**config.mk**
```make
export PLATFORM = sky130hd
export DESIGN_NAME = ncl_adder_sync
export DESIGN_NICKNAME = d
export VERILOG_FILES = /design/src/rtl/ncl_adder_sync.sv
export SDC_FILE = /design/constraint.sdc
export NUM_CORES = 1
export LEC_CHECK = 0
export ABC_AREA = 1
export BUFFER_PORTS_ARGS = -buffer_cell sky130_fd_sc_hd__buf_4
export CAP_MARGIN = 20
export CORE_MARGIN = 2
export CORE_UTILIZATION = 50
export DETAILED_ROUTE_END_ITERATION = 12
export HOLD_SLACK_MARGIN = 0.15
export PLACE_DENSITY = 0.77
export SYNTH_ARGS = -nofsm -noshare
export SYNTH_HDL_FRONTEND = slang
export SYNTH_SLANG_ARGS = --single-unit
```
**constraint.sdc**
```tcl
create_clock -name clk -period 2.5 [get_ports clk]
set_input_delay 0.25 -clock clk [delete_from_list [all_inputs] [get_ports clk]]
set_output_delay 0.25 -clock clk [all_outputs]
set_load 0.01 [all_outputs]
```
**src/rtl/ncl_adder_sync.sv**
```systemverilog
// ncl_adder_sync: clocked adder/subtractor with dual-rail (NCL-style) data ports.
// Operands are captured as one complete-DATA wavefront. STEP digits are resolved
// per cycle through a registered ripple carry. The whole result is then published
// in a single edge, and the block waits for the NULL/acknowledge return-to-zero
// handshake before it accepts the next operation.
module ncl_adder_sync #(
    parameter int WIDTH = 8,
    parameter int STEP  = 4
) (
    input  logic                 clk,
    input  logic                 init_n,
    input  logic [2*WIDTH-1:0]   A,
    input  logic [2*WIDTH-1:0]   B,
    input  logic [1:0]           carryin,
    input  logic                 sub,
    output logic                 ACOMP,
    output logic                 BCOMP,
    output logic                 carryinCOMP,
    output logic [2*WIDTH-1:0]   sum,
    output logic [1:0]           carryout,
    input  logic                 sumCOMP,
    input  logic                 carryoutCOMP,
    output logic                 err
);

    localparam int N  = WIDTH / STEP;
    localparam int KW = (N < 2) ? 1 : $clog2(N + 1);

    typedef enum logic [1:0] {IDLE, CALC, HOLD, RELEASE} state_t;

    state_t              state;
    logic [KW-1:0]       k;
    logic                comp;

    // Datapath registers: operands in binary form, with B already conditioned for subtract.
    logic [WIDTH-1:0]    a_p0;
    logic [WIDTH-1:0]    b_p0;
    logic [WIDTH-1:0]    acc_p1;
    logic                carry_p1;

    logic                in_data;
    logic                in_null;
    logic                in_bad;
    logic                capture;
    logic                step;
    logic [STEP-1:0]     grp_a;
    logic [STEP-1:0]     grp_b;
    logic [STEP:0]       grp_s;

    // Rail1 of each digit is the binary value once the digit is known to be DATA.
    function automatic logic [WIDTH-1:0] rail1(input logic [2*WIDTH-1:0] d);
        logic [WIDTH-1:0] r;
        for (int i = 0; i < WIDTH; i++) begin
            r[i] = d[2*i+1];
        end
        return r;
    endfunction

    // Binary to dual-rail: 1 -> DATA1 (10), 0 -> DATA0 (01).
    function automatic logic [2*WIDTH-1:0] encode(input logic [WIDTH-1:0] v);
        logic [2*WIDTH-1:0] r;
        for (int i = 0; i < WIDTH; i++) begin
            r[2*i+1] = v[i];
            r[2*i]   = ~v[i];
        end
        return r;
    endfunction

    // Classify the input wavefront: every digit DATA, every digit NULL, or any illegal 11.
    always_comb begin
        in_data = (carryin[1] ^ carryin[0]);
        in_null = ~(carryin[1] | carryin[0]);
        in_bad  = (carryin[1] & carryin[0]);
        for (int i = 0; i < WIDTH; i++) begin
            in_data = in_data & (A[2*i+1] ^ A[2*i]) & (B[2*i+1] ^ B[2*i]);
            in_null = in_null & ~(A[2*i+1] | A[2*i]) & ~(B[2*i+1] | B[2*i]);
            in_bad  = in_bad | (A[2*i+1] & A[2*i]) | (B[2*i+1] & B[2*i]);
        end
    end

    // Group k of the registered operands, added with the registered carry.
    always_comb begin
        grp_a   = STEP'(a_p0 >> (int'(k) * STEP));
        grp_b   = STEP'(b_p0 >> (int'(k) * STEP));
        grp_s   = {1'b0, grp_a} + {1'b0, grp_b} + {{STEP{1'b0}}, carry_p1};
        capture = (state == IDLE) && !in_bad && in_data && !sumCOMP && !carryoutCOMP;
        step    = (state == CALC) && (k != KW'(N));
    end

    // Operand capture and per-cycle digit resolution; result groups shift in from the top.
    // Subtract folds into the add: B is inverted and the carry-in is inverted (borrow-in).
    always_ff @(posedge clk) begin
        if (capture) begin
            a_p0     <= rail1(A);
            b_p0     <= rail1(B) ^ {WIDTH{sub}};
            carry_p1 <= carryin[1] ^ sub;
            acc_p1   <= '0;
        end else if (step) begin
            acc_p1   <= (acc_p1 >> STEP) | (WIDTH'(grp_s[STEP-1:0]) << (WIDTH - STEP));
            carry_p1 <= grp_s[STEP];
        end
    end

    // Handshake FSM: capture, N resolve cycles, one publish edge, hold DATA, return to NULL.
    always_ff @(posedge clk or negedge init_n) begin
        if (!init_n) begin
            state    <= IDLE;
            k        <= '0;
            comp     <= 1'b0;
            err      <= 1'b0;
            sum      <= '0;
            carryout <= 2'b00;
        end else begin
            case (state)
                IDLE: begin
                    if (in_bad) begin
                        err <= 1'b1;
                    end else if (capture) begin
                        comp  <= 1'b1;
                        k     <= '0;
                        state <= CALC;
                    end
                end
                CALC: begin
                    if (k == KW'(N)) begin
                        // All groups are resolved: publish the full result atomically.
                        sum      <= encode(acc_p1);
                        carryout <= {carry_p1, ~carry_p1};
                        state    <= HOLD;
                    end else begin
                        k <= k + 1'b1;
                    end
                end
                HOLD: begin
                    if (in_bad) begin
                        err <= 1'b1;
                    end else if (sumCOMP && carryoutCOMP && in_null) begin
                        sum      <= '0;
                        carryout <= 2'b00;
                        comp     <= 1'b0;
                        state    <= RELEASE;
                    end
                end
                RELEASE: begin
                    if (!sumCOMP && !carryoutCOMP) begin
                        state <= IDLE;
                    end
                end
                default: state <= IDLE;
            endcase
        end
    end

    assign ACOMP       = comp;
    assign BCOMP       = comp;
    assign carryinCOMP = comp;

endmodule

```
==> out/results.tsv, run 1 <==
stage	metric	value	unit
final_layout	Final Instance Area	3667	µm²
synth	Post-Synthesis Mean Instance Area	8.799	µm²
clock_tree	Post-CTS Setup Inserts	0	
synth	Post-Syn Nets	425	
clock_tree	Skew-Pair Late Insertion Delay	0.30	ns
final_layout	share of cells above drive strength 1	0.2108	
global_routing	total track usage	0.1972	
synth	top cells by area, synth	dfrtp_1, ha_1, edfxtp_1, nand2_1, dfxtp_1	
run	Max Cap Violations	0	
global_routing	initial antenna violation count	0	
routing	ANT nets after route	0	
global_routing	largest net degree at the start of global routing	25	
synth	Main synth FF type	dfrtp_1	
routing	DR vias	2317	
min_path	worst hold path type	in -> reg	
synth	library cells used by synthesis	37	
synth	top-count cell post-synth	nand2_1	
final_layout	Area growth syn-to-layout	21.87	%
sta	Tcrit/Tclk final	0.9025	
sta	max frequency	0.4432	GHz
final_layout	Fillers	511	
power	Comb power frac	0.107	
sta	setup TNS	0	ns
clock_tree	clock root buffer	clkbuf_8	
final_layout	Nets	490	
die	IO Pins	61	
sta	Relative slew margins	0.7437	
sta	Tmin final	2.256	ns
die	total die area	6654	µm²
routing	drt drc	0	
clock_tree	Resize count post-CTS	0	
min_path	Worst Hold Depth	1	
placement	hpwl dp	4874	µm
die	Starting Density	0.5143	
final_layout	non-filler cells, final	483	
placement	Port-buffer cells	60	
critical_path	Worst EP required	2.55	ns
status	status	finished, final reports clean	
die	Std-Cell Core Area	5851	µm²
clock_tree	clock-pin slew on the worst setup and hold paths	0.09	ns
critical_path	Critical Path Start Type	flop	
die	Die Wd	81.58	µm
sta	clk_skew	0.01011	ns
power	Clock Power Share	0.345	
global_routing	first-pass GRT wire length	10050	µm
sta	Final Max Slew Viols	0	
power	Pwr Total	1.514	mW
critical_path	CP arrival	2.31	ns
synth	Gate Count Post-Synth	342	
power	Net Sw Frac	0.2271	
critical_path	critical path class	reg -> reg	
synth	Commonest cells post-synth	nand2_1, ha_1, inv_1	
critical_path	Max FO, Critical Path	10	
global_routing	vias in the first global route	2319	
clock_tree	TritonCTS buffer count	5	
clock_tree	Clock Sinks	49	
placement	placed inst area	3518	µm²
clock_tree	CTS tree	done	
synth	Mapped Area	3009	µm²
routing	starting DRC count in detailed routing	136	
sta	RSZ-0062 raised after global routing	no	
routing	Vias/cell	4.797	
die	Rows	28	
power	power per cell area	412.9	nW/µm²
die	Die H	81.58	µm
synth	FFs w/ async S/R, synth	0.4898	
power	P_int	1.170	mW
final_layout	FF/Latch Area	1271	µm²
clock_tree	H-tree levels	2	
synth	Post-synth EDFFs	17	
power	register share of total power	0.548	
routing	DRT Wirelength	5996	µm
synth	dominant cell type by area after synthesis	dfrtp_1	
power	Switching Power	343.9	µW
sta	final hold vios	0	
synth	post-synthesis register bit count	49	
routing	WL per Instance	12.41	µm
routing	1st-pass router iterations	4	
power	Leakage	1.923	nW
clock_tree	Bufs on Longest Clock Path	2	
power	Max rail drop VDD	204.3	µV
sta	setup violators final	0	
sta	Worst Tran Pin Value	0.3839	ns
final_layout	multi-input logic area	1520	µm²
critical_path	Worst Reg-to-Reg Cells	9	
synth	Synth Warn #	0	
global_routing	GRT overflow	0	
synth	top cell type's share of synthesized area	0.1996	
placement	Placed Cells	471	
critical_path	endpoint type of the worst setup path	flop	
final_layout	ANT cells	0	
synth	sequential share of the synthesized area	0.4225	
placement	GPL Wtd Cong	0.9150	
## metrics by stage
step	util	setup WS, ns	hold slack, ns
3_5_place_dp	0.6014	0.2750	0.1656
5_1_grt	0.6268	0.02827	0.1511
4_1_cts	0.6268	0.2474	0.1522
2_1_floorplan	-	0.1263	-0.04559
3_3_place_gp	0.6014	0.3602	0.1620
6_report	0.6268	0.2437	0.1577
## layout by cell type, fill, tap and decap left out
cell type and n:
nand2_1 106, buf_4 61, inv_1 42, ha_1 42
dfrtp_1 24, nor2_1 22, a21oi_1 18, edfxtp_1 17
o21ai_1 11, xor2_1 8, dfxtp_1 8, nand3_1 7
clkbuf_8 5, dlygate4sd3_1 4, o21ai_0 3, nor2_2 2
nor2_4 2, nand2_2 2, clkinv_2 2, xnor2_1 2
nand4_4 2, fa_1 2, clkinv_1 1, or2_4 1
nor3_1 1, inv_2 1, mux2i_1 1, or2_2 1
nand3b_4 1, nand3b_1 1, o21ai_2 1, nand2_4 1
o21a_1 1, a21oi_2 1, a21o_1 1, clkinv_4 1
clkbuf_16 1, inv_4 1
## timing repair
action | 4_1_cts | 5_1_grt
hold buffers | 4 | 0
setup endpoints to repair | 0 | 0
endpoints found under the hold margin | 27 | 0
## cell type report
type,count,area share
multi-input combinational,240,0.4145
timing repair buffer,65,0.1358
inverter,46,0.04777
sequential,49,0.3466
clock buffer,6,0.02559
tap,75,0.02559
clock inverter,2,0.004094
## registers in the layout, indices dropped and copies added (netlist names)
signal / count
sum: 16
a_p0: 8
acc_p1: 8
b_p0: 8
carryout: 2
k: 2
state: 2
ACOMP: 1
carry_p1: 1
err: 1
## layer usage
metal	share of wire	global-route usage	wire length, µm
met1	0.44	0.2367	2641
met4	0.014	0.07500	82
met2	0.50	0.3549	2998
met3	0.046	0.03077	273
met5	0	0	0
## path summary, 6_finish.rpt
kind | slack [ns] | endpoint | startpoint
worst min register to register | 0.46 | sum[2] | acc_p1[1]
max in group asynchronous | 1.87 | k[1] | init_n
worst max register to register | 0.24 | carry_p1 | k[0]
worst min-delay path | 0.16 | a_p0[3] | A[7]
worst max-delay path | 0.24 | carry_p1 | k[0]
min in group asynchronous | 0.38 | carryout[0] | init_n
## worst max-delay path, cell delays in order, from the launching register on
cell	delay, ns
dfrtp_1	0.37
clkinv_1	0.23
nand2_1	0.12
a21oi_1	0.09
fa_1	0.44
fa_1	0.40
nand2_1	0.10
nand2_1	0.05
a21oi_1	0.12
mux2i_1	0.09
## cells by family (layout without fill, tap and decap cells)
logic type | after synthesis | after routing | synth area share
and+or+nand+nor | 149 | 149 | 0.2208
buffers and inverters | 53 | 119 | 0.07234
DFF | 49 | 49 | 0.4225
adders and majority gates | 44 | 44 | 0.1879
AOI/OAI and AO/OA | 36 | 36 | 0.06403
xor gates and xnor gates | 10 | 10 | 0.02911
muxes | 1 | 1 | 0.003327
## power by group through the flow
stage               clock network, mW  logic [mW]  registers (mW)
global placement                    0       0.153           0.847
global route                    0.564       0.186           0.830
detailed placement                  0       0.158           0.847
CTS                             0.535       0.163           0.830
floorplan                           0      0.0705           0.847
finish                          0.522       0.162           0.830
Note: power is estimated with default switching activity, not from simulation.
==> inputs of run 2 (changes only) <==
--- a/config.mk
+++ b/config.mk
@@ -9,10 +9,10 @@
 export BUFFER_PORTS_ARGS = -buffer_cell sky130_fd_sc_hd__buf_4
 export CAP_MARGIN = 20
 export CORE_MARGIN = 2
-export CORE_UTILIZATION = 50
+export CORE_UTILIZATION = 51
 export DETAILED_ROUTE_END_ITERATION = 12
 export HOLD_SLACK_MARGIN = 0.15
-export PLACE_DENSITY = 0.77
+export PLACE_DENSITY = 0.75
 export SYNTH_ARGS = -nofsm -noshare
 export SYNTH_HDL_FRONTEND = slang
 export SYNTH_SLANG_ARGS = --single-unit
==> constraint.sdc (replaced) <==
create_clock -name clk -period 2.4 [get_ports clk]
set_input_delay 0.24 -clock clk [delete_from_list [all_inputs] [get_ports clk]]
set_output_delay 0.24 -clock clk [all_outputs]
set_load 0.01 [all_outputs]
==> run 2 against run 1 <==
Net effect: setup slack lost 0.034 ns; largest cell class unchanged; clock-buffer cell count grew 1; largest power group unchanged; total power grew 9.5%; highest routed layer unchanged; critical path depth grew 3; utilization grew 4.0 points; sequential share of layout area shrank 0.67 points; cell area grew 2.0%; clock skew grew 0.0024 ns; register-to-register slack is essentially flat.
==> out/results.tsv, run 2 (synthesized netlist as in run 1, its figures left out) <==
stage	metric	value	unit
placement	GPL Wtd Cong	0.8826	
critical_path	Max FO, Critical Path	24	
clock_tree	Post-CTS Hold Fix Bufs	8	
power	power per cell area	443.2	nW/µm²
clock_tree	H-tree levels	2	
die	Die Wd	80.82	µm
clock_tree	TritonCTS buffer count	5	
critical_path	endpoint type of the worst setup path	flop	
final_layout	most frequent cells in the layout	nand2_1, buf_4, inv_1, ha_1, dfrtp_1	
sta	Tmin final	2.190	ns
global_routing	total track usage	0.2084	
placement	Port-buffer cells	60	
power	Comb power frac	0.106	
min_path	worst hold path type	in -> reg	
clock_tree	Post-CTS Setup Inserts	0	
critical_path	worst r2r src	k[0]	
critical_path	CP arrival	2.43	ns
min_path	Hold Crit Endpoint	b_p0[3]	
global_routing	initial antenna violation count	0	
status	status	finished, final reports clean	
placement	placed inst area	3522	µm²
sta	final hold vios	0	
power	Max rail drop VDD	350.1	µV
sta	max frequency	0.4566	GHz
final_layout	Nets	496	
critical_path	critical path class	in -> reg	
global_routing	GRT overflow	0	
global_routing	largest net degree at the start of global routing	25	
sta	RSZ-0062 raised after global routing	no	
routing	DRT Wirelength	6131	µm
placement	hpwl dp	4890	µm
routing	Vias/cell	4.872	
sta	setup TNS	0	ns
clock_tree	Bufs on Longest Clock Path	2	
min_path	Hold Path Origin	B[7]	
sta	Final Max Slew Viols	0	
global_routing	vias in the first global route	2443	
power	P_int	1.289	mW
final_layout	Final Instance Area	3740	µm²
critical_path	Worst Reg-to-Reg Cells	9	
sta	clk_skew	0.01247	ns
final_layout	Biggest register	sum	
routing	starting DRC count in detailed routing	121	
run	Max Cap Violations	0	
routing	drt drc	0	
power	register share of total power	0.522	
routing	ANT nets after route	0	
min_path	Worst Hold Depth	2	
final_layout	commonest non-fill, non-tap cell in the layout	nand2_1	
critical_path	reg2reg setup slack	0.23	ns
final_layout	max reg flops	16	
routing	1st-pass router iterations	4	
die	Die H	80.82	µm
power	Net Sw Frac	0.2222	
clock_tree	Skew-Pair Late Insertion Delay	0.31	ns
sta	Tcrit/Tclk final	0.9126	
critical_path	Worst EP required	2.64	ns
final_layout	ANT cells	0	
final_layout	share of cells above drive strength 1	0.2101	
power	Clock Power Share	0.372	
clock_tree	Clock Sinks	49	
sta	Worst Tran Pin Value	0.3752	ns
clock_tree	clock-pin slew on the worst setup and hold paths	0.09	ns
sta	Relative slew margins	0.7495	
global_routing	first-pass GRT wire length	10440	µm
routing	WL per Instance	12.62	µm
die	Starting Density	0.5366	
routing	DR vias	2368	
die	total die area	6531	µm²
clock_tree	Resize count post-CTS	0	
clock_tree	CTS tree	done	
power	Leakage	1.956	nW
die	Rows	27	
sta	setup violators final	0	
critical_path	FF-to-FF End	carry_p1	
clock_tree	clock root buffer	clkbuf_8	
die	Std-Cell Core Area	5608	µm²
critical_path	Critical Path Start Type	input pin	
die	IO Pins	61	
final_layout	Area growth syn-to-layout	24.28	%
power	Switching Power	368.2	µW
run 2: power by group through the flow:
stage | clock network [mW] | registers [mW] | logic [mW]
floorplan | 0 | 0.883 | 0.0735
detailed placement | 0 | 0.882 | 0.166
CTS | 0.619 | 0.864 | 0.177
global route | 0.657 | 0.865 | 0.200
finish | 0.617 | 0.864 | 0.176
global placement | 0 | 0.882 | 0.160
run 2: stage by stage:
stage	cells	utilization	hold WS, ns	setup WS [ns]	power [mW]
floorplan	342	-	-0.05559	0.02632	0.9561
global placement	469	0.6281	0.1516	0.3403	1.042
detailed placement	469	0.6281	0.1593	0.2366	1.049
CTS	485	0.6651	0.1528	0.2335	1.660
global route	486	0.6669	0.2523	0.06976	1.722
finish	486	0.6669	0.2494	0.2099	1.657
run 2: critical path: stages:
cell           delay, ns
dlygate4sd3_1       0.56
buf_4               0.14
inv_1               0.04
ha_1                0.27
nand2_1             0.06
nor2_1              0.10
nand3_1             0.10
nor2_1              0.17
nand2_2             0.16
clkinv_2            0.31
nand3_1             0.13
a21oi_1             0.15
run 2: final cells by class:
| cell class | instances | area, µm² |
|---|---|---|
| clock buffer | 7 | 118.9 |
| clock inverter | 1 | 8.758 |
| fill | 486 | 1868 |
| inverter | 46 | 175.2 |
| multi-input combinational | 240 | 1520 |
| sequential | 49 | 1271 |
| tap | 72 | 90.09 |
| timing repair buffer | 71 | 555.5 |
run 2: worst max-delay path by stage:
stage | startpoint | to | slack (ns) | depth (start not counted)
global route | k[0] | carry_p1 | 0.07 | 9
detailed placement | k[0] | carry_p1 | 0.24 | 9
global placement | k[0] | carry_p1 | 0.34 | 9
CTS | k[0] | carry_p1 | 0.23 | 9
finish | A[15] | ACOMP | 0.21 | 12
floorplan | k[0] | carry_p1 | 0.03 | 10
run 2: per-layer routing:
| metal | share of wire | vias to the layer above | track usage |
|---|---|---|---|
| met3 | 0.035 | 11 | 0.03111 |
| met5 | 0 | - | 0 |
| met4 | 0.020 | 0 | 0.07797 |
| met1 | 0.43 | 1092 | 0.2405 |
| met2 | 0.51 | 50 | 0.3876 |
| li1 | - | 1215 | - |
